File: config.mk
export PLATFORM = sky130hd
export DESIGN_NAME = mem_stage_ctrl
export DESIGN_NICKNAME = d
export VERILOG_FILES = /design/src/rtl/mem_stage_ctrl.sv
export SDC_FILE = /design/constraint.sdc
export NUM_CORES = 1
export LEC_CHECK = 0
export CAP_MARGIN = 5
export CORE_AREA = 5 5 118 120
export DETAILED_ROUTE_END_ITERATION = 16
export DIE_AREA = 0 0 123 125
export HOLD_SLACK_MARGIN = 0.06
export PLACE_DENSITY = 0.74
export SLEW_MARGIN = 20
export SYNTH_ARGS = -nofsm -noshare
export SYNTH_HDL_FRONTEND = slang
export SYNTH_SLANG_ARGS = --single-unit
File: constraint.sdc
create_clock -name clk -period 3.2 [get_ports clk]
set_clock_uncertainty 0.05 [all_clocks]
set_input_delay 0.64 -clock clk [delete_from_list [all_inputs] [get_ports clk]]
set_output_delay 0.64 -clock clk [all_outputs]
set_load 0.005 [all_outputs]
File: src/rtl/mem_stage_ctrl.sv
// MEM-stage controller: branch resolution, variable-latency data-memory access
// over a req/ack bus with stall/timeout handling, and the MEM/WB pipeline register.
module mem_stage_ctrl #(
   parameter int unsigned TIMEOUT = 16,
   parameter int unsigned CNT_W   = 5
) (
   input  logic        clk,
   input  logic        rst,
   input  logic [31:0] pc,
   input  logic [31:0] alu_out,
   input  logic [31:0] wdata,
   input  logic [4:0]  wn,
   input  logic [1:0]  control_W,
   input  logic        zero,
   input  logic        branch,
   input  logic        mem_write,
   input  logic        mem_read,
   output logic        mem_req,
   output logic        mem_we,
   output logic [31:0] mem_addr,
   output logic [31:0] mem_wdata,
   input  logic        mem_ack,
   input  logic [31:0] mem_rdata,
   output logic        pc_src,
   output logic [31:0] branch_target,
   output logic        stall,
   output logic [1:0]  out_W,
   output logic [31:0] out_rdata,
   output logic [31:0] out_alu,
   output logic [4:0]  out_wn,
   output logic        misalign,
   output logic        bus_err
);

   typedef enum logic [0:0] {
      S_IDLE = 1'b0,
      S_WAIT = 1'b1
   } state_t;

   state_t             state_q, state_d;
   logic [CNT_W-1:0]   count_q, count_d;

   logic [1:0]  out_W_q;
   logic [31:0] out_rdata_q;
   logic [31:0] out_alu_q;
   logic [4:0]  out_wn_q;
   logic        misalign_q;
   logic        bus_err_q;

   logic acc_req;
   logic aligned;
   logic access;
   logic misal;
   logic abort;
   logic complete;
   logic ld_done;

   assign pc_src        = branch & zero;
   assign branch_target = pc;
   assign mem_addr      = alu_out;
   assign mem_wdata     = wdata;
   assign mem_we        = mem_write;

   assign acc_req = mem_read | mem_write;
   assign aligned = (alu_out[1:0] == 2'b00);
   assign access  = acc_req & aligned;
   assign misal   = acc_req & ~aligned;

   always_comb begin
      state_d = state_q;
      count_d = count_q;
      mem_req = 1'b0;
      abort   = 1'b0;
      case (state_q)
         S_IDLE: begin
            mem_req = access;
            count_d = '0;
            if (access && !mem_ack) begin
               state_d = S_WAIT;
            end
         end
         S_WAIT: begin
            mem_req = 1'b1;
            if (mem_ack) begin
               state_d = S_IDLE;
               count_d = '0;
            end else if (count_q == CNT_W'(TIMEOUT - 1)) begin
               abort   = 1'b1;
               state_d = S_IDLE;
               count_d = '0;
            end else begin
               count_d = count_q + CNT_W'(1);
            end
         end
         default: begin
            state_d = S_IDLE;
            count_d = '0;
         end
      endcase
   end

   // A timed-out access releases the pipeline in the same cycle it is aborted.
   assign stall    = mem_req & ~mem_ack & ~abort;
   assign complete = mem_req & mem_ack;
   assign ld_done  = complete & mem_read & ~mem_write;

   always_ff @(posedge clk or posedge rst) begin
      if (rst) begin
         state_q <= S_IDLE;
         count_q <= '0;
      end else begin
         state_q <= state_d;
         count_q <= count_d;
      end
   end

   always_ff @(posedge clk or posedge rst) begin
      if (rst) begin
         out_W_q     <= '0;
         out_rdata_q <= '0;
         out_alu_q   <= '0;
         out_wn_q    <= '0;
         misalign_q  <= 1'b0;
         bus_err_q   <= 1'b0;
      end else begin
         if (stall) begin
            out_W_q <= '0;
         end else begin
            out_alu_q <= alu_out;
            out_wn_q  <= wn;
            if (ld_done) begin
               out_rdata_q <= mem_rdata;
            end
            out_W_q <= (abort || misal) ? 2'b00 : control_W;
         end
         if (misal) begin
            misalign_q <= 1'b1;
         end
         if (abort) begin
            bus_err_q <= 1'b1;
         end
      end
   end

   assign out_W     = out_W_q;
   assign out_rdata = out_rdata_q;
   assign out_alu   = out_alu_q;
   assign out_wn    = out_wn_q;
   assign misalign  = misalign_q;
   assign bus_err   = bus_err_q;

endmodule
# After elaboration in Yosys (flattened, before gate mapping)
# Cells that the tools add are included.
# op_classes
n_reduce_logical	5
magnitude_cmp	0
shifts	0
eq_ne	1
n_addsub	1
mul	0
n_mux	13
div_mod_pow	0
n_bitwise	15
# op_table
cell	n
2-to-1 mux 5 bit	2
one-hot mux 5 bit (2 select lines)	1
bitwise AND 1 bit	8
2-to-1 mux 1 bit	6
inverter 1 bit	6
adder 5 x 1 -> 5 bit, second input constant	1
equality test 5 x 4 -> 1 bit, second input constant	1
2-to-1 mux 2 bit	2
one-hot mux 1 bit (2 select lines)	2
logical NOT 2 bit	1
AND reduction 2 bit	1
logical AND 1 bit	1
logical NOT 1 bit	1
logical OR 1 bit	1
bitwise OR 1 bit	1
# word_totals
elab_cells	43
ram_bits	0
out_inout_bits	173
romBits	0
latchBits	0
register_bits	79
mem_count	0

# Logic depth before layout (Yosys ltp)
# depth
word_depth	8
mapped_depth	6
mapped_depth_nobuf	4

# Worst setup path after synthesis
# Ideal clock, no wire load.
# synth_timing
kind	input port to output port
startpoint	input port mem_write
endpoint	output port stall
required_time_ns	2.510
cell_stages	5
path_slack_ns	1.032
t_arrival_ns	1.478
path_cell_list	or2_1 -> a32oi_2 -> buf_6 -> buf_6 -> inv_1
# synth_via
elab_chain_len	5
# synth_rtl
element	line	source
from (decl)	16	input logic mem_write,
bitwise OR 1 bit	64	assign acc_req = mem_read | mem_write;
bitwise AND 1 bit	66	assign access = acc_req & aligned;
one-hot mux 1 bit (2 select lines)	74	case (state_q)
bitwise AND 1 bit (2 in series)	103	assign stall = mem_req & ~mem_ack & ~abort;
to (decl)	26	output logic stall,
# Every way passes these cells.

# Worst setup path in the final report
# layout_timing
startpoint	input port mem_ack
endpoint	output port stall
# layout_via
elab_chain_len	4
# layout_rtl
element	line	source
from (decl)	22	input logic mem_ack,
2-to-1 mux 1 bit	84	if (mem_ack) begin
2-to-1 mux 1 bit	74	
inverter 1 bit	103	
bitwise AND 1 bit (*)	103	
# Every way passes the cells marked *; elsewhere a longest branch is shown, timed or not.

==> metrics <==
count of final max-slew check failures 0; setup TNS 0 ns; Hold Crit Endpoint count_q[0]; reg-to-reg critical path startpoint count_q[0]; status finished clean; Startpoint Class input pin; die boundary width 123 um; startpoint-to-endpoint class of the critical path in2out; number of clock sinks 79; highest net fanout along the worst path 5; relative contribution of combinational cells to total power 24.9%; number of register bits inferred by synthesis 79; CP required 2.51 ns; growth of design area from synthesis to finish 43.89%; DRC viols 0; Die Area 15380 um^2; type of destination of the critical path output port; top achievable clock speed 349.5 MHz; path class of the lowest-slack min-delay path reg2reg; Power Dens Cells 536.9 nW/um^2; Post-CTS Repair Setup Buffers 0; WL per Instance 16.08 um; share of the yosys chip area belonging to registers 52.86%; Reg2Reg Depth 5; Post-Synthesis Mean Instance Area 13.21 um^2; number of max-capacitance violations reported 0; Iter 0 DRT Violations 55; y dimension of the die 125 um; unrepaired setup endpoints after global routing false; number of global-route vias before repair 2697; first-pass iteration count of the detailed router 3; count of cells along the worst hold path 1; final std cells w/o fill 560; Cells after Synth 283; Final HPWL DP 7240 um; Detailed Route WL 9005 um; hold slack final 0.4261 ns; total instance count after detailed placement 545; peak supply drop 0.0003147 V; part of the total power dissipated in the clock network 32.2%; Final period util 89.42%; CTS max path bufs 2; CTS tree yes; Top-Level Pins 315; initial standard-cell utilization of the core 29.05%; setup-violating endpoint count in the final report 0; CTS root buf clkbuf_16; overflow left after global routing 0; Std-Cell Rows 42; number of distinct library cells after synthesis 26; antenna diode count 0; Reg power frac 43.0%; flop2flop setup slack 1.04 ns; vias after detailed routing 2377; number of vias per cell after detailed routing 4.245; clk_lat worst skew 0.33 ns; fraction of power spent switching nets 23.53%; count of H-tree levels built during CTS 3; Syn Std Cell Area 3740 um^2; initial antenna violation count 0; final-stage net count 523; all-layer global routing usage 11.89%; number of buffers created by CTS 9; maximum number of pins on one net before global-route repair 39; worst slew slack as a fraction of its limit 66.70%; first-pass GRT wire length 14000 um; internal power consumption 2210 uW; post-layout minimum cycle time 2.861 ns; Reg-to-Reg End out_alu[21]; actual transition at the worst max-transition pin 0.4995 ns; final weighted congestion of routability-driven global placement 0.7765; syn nets 426; number of hold violations in the final report 0; beginning of the worst hold path count_q[0]; CTS clock-pin slew for the worst setup and hold paths 0.06 ns; count of antenna-violating nets left after detailed routing 0; Net Sw Power 679.7 uW; quantity of hold-fixing buffers added after cts 0; number of gates given a new drive strength after cts 0; Core ar. 12870 um^2; leakage power total 0.002237 uW; total of buffers placed on input and output ports 186; ratio of cells with drive above 1 in the final layout 17.97%; worst endpoint data arrival time 2.17 ns; warning count from the yosys run 0
## power by group through the flow
stage / logic, uW / clock network (uW) / registers (uW)
after floorplan: 285 / 0 / 1260
after global placement: 723 / 0 / 1250
after detailed placement: 732 / 0 / 1260
after CTS: 736 / 977 / 1240
after global routing: 772 / 1020 / 1260
final: 719 / 929 / 1240
## cell families after synthesis
group           synth area share [%]
buf+inv                        21.28
flops                          52.86
mux                            20.78
simple gates                   2.443
compound gates                 1.840
xor+xnor                      0.4685
fa+ha+maj                     0.3345
## through the flow
step,setup slack (ns),power (uW),util [%],instance area [um^2]
after floorplan,0.4866,1549,-,3740
after global placement,0.3573,1975,39.67,5107
after detailed placement,0.3304,1991,39.67,5107
after CTS,0.3207,2957,41.80,5381
after global routing,0.2644,3055,41.80,5381
final,0.3387,2889,41.80,5381
## flip-flops by register name (all words and copies together), names as in the netlist
name       cells
out_alu       32
out_W          2
out_rdata     32
count_q        5
state_q        1
misalign       1
bus_err        1
out_wn         5
## cells in the mapped netlist
library cell / count / area, um^2
nor2_1: 5 / 18.77
ha_1: 1 / 12.51
xnor2_1: 1 / 8.760
and2_1: 3 / 18.77
nor2_2: 1 / 6.260
nand2_1: 2 / 7.510
mux2_2: 46 / 518.0
buf_4: 99 / 743.2
xor2_1: 1 / 8.760
inv_1: 4 / 15.01
dfrtp_1: 79 / 1977
o21bai_1: 2 / 15.01
a22o_1: 1 / 8.760
buf_2: 3 / 15.01
a32oi_2: 1 / 16.27
nand4b_1: 1 / 8.760
and2b_1: 1 / 7.510
a31oi_1: 1 / 6.260
and3_1: 1 / 6.260
mux2_1: 23 / 259.0
o2111ai_2: 1 / 15.01
nand2b_1: 1 / 6.260
or2_1: 1 / 6.260
nand3_1: 1 / 5.000
a21o_1: 1 / 7.510
buf_6: 2 / 22.52
## layer usage
metal | GRT usage [%] | vias up | part of all wire [%] | routed length [um]
li1 | - | 1045 | - | -
met4 | 8.469 | 0 | 4.8 | 434
met5 | 0.3289 | - | 0 | 0
met1 | 11.05 | 1149 | 32 | 2887
met3 | 5.781 | 40 | 12 | 1125
met2 | 20.01 | 143 | 51 | 4557
## placed cells by master (no fill, tap or decap), types with 2 or more instances in the layout
| cell | instances |
|---|---|
| clkbuf_16 | 9 |
| dfrtp_1 | 79 |
| clkinv_4 | 2 |
| nand2_1 | 2 |
| nor2_1 | 5 |
| clkinv_2 | 3 |
| mux2_1 | 23 |
| o21bai_1 | 2 |
| clkdlybuf4s50_1 | 186 |
| and2_1 | 3 |
| mux2_2 | 46 |
| buf_4 | 3 |
| inv_1 | 3 |
## final cells by class
class                           count  area [um^2]
Fill cell                        1215         7493
Sequential cell                    79         1977
Timing Repair Buffer              190         1904
Multi-Input combinational cell     96        989.7
Clock buffer                       10        239.0
Tap cell                          176        220.2
Clock inverter                      5        35.03
Inverter                            4        16.27
## worst max path at each step
stage / endpoint / cells after the start / from
finish: stall / 5 / mem_ack
global route: stall / 5 / mem_ack
CTS: stall / 5 / mem_ack
detailed placement: stall / 5 / mem_ack
global placement: stall / 5 / mem_ack
floorplan: bus_err / 1 / rst
## worst max-delay path, cell delays in order
cell,delay [ns]
clkdlybuf4s50_1,0.58
and2b_1,0.27
a32oi_4,0.17
inv_1,0.06
clkdlybuf4s50_1,0.44
No activity file was read; power rests on OpenSTA's default activity.
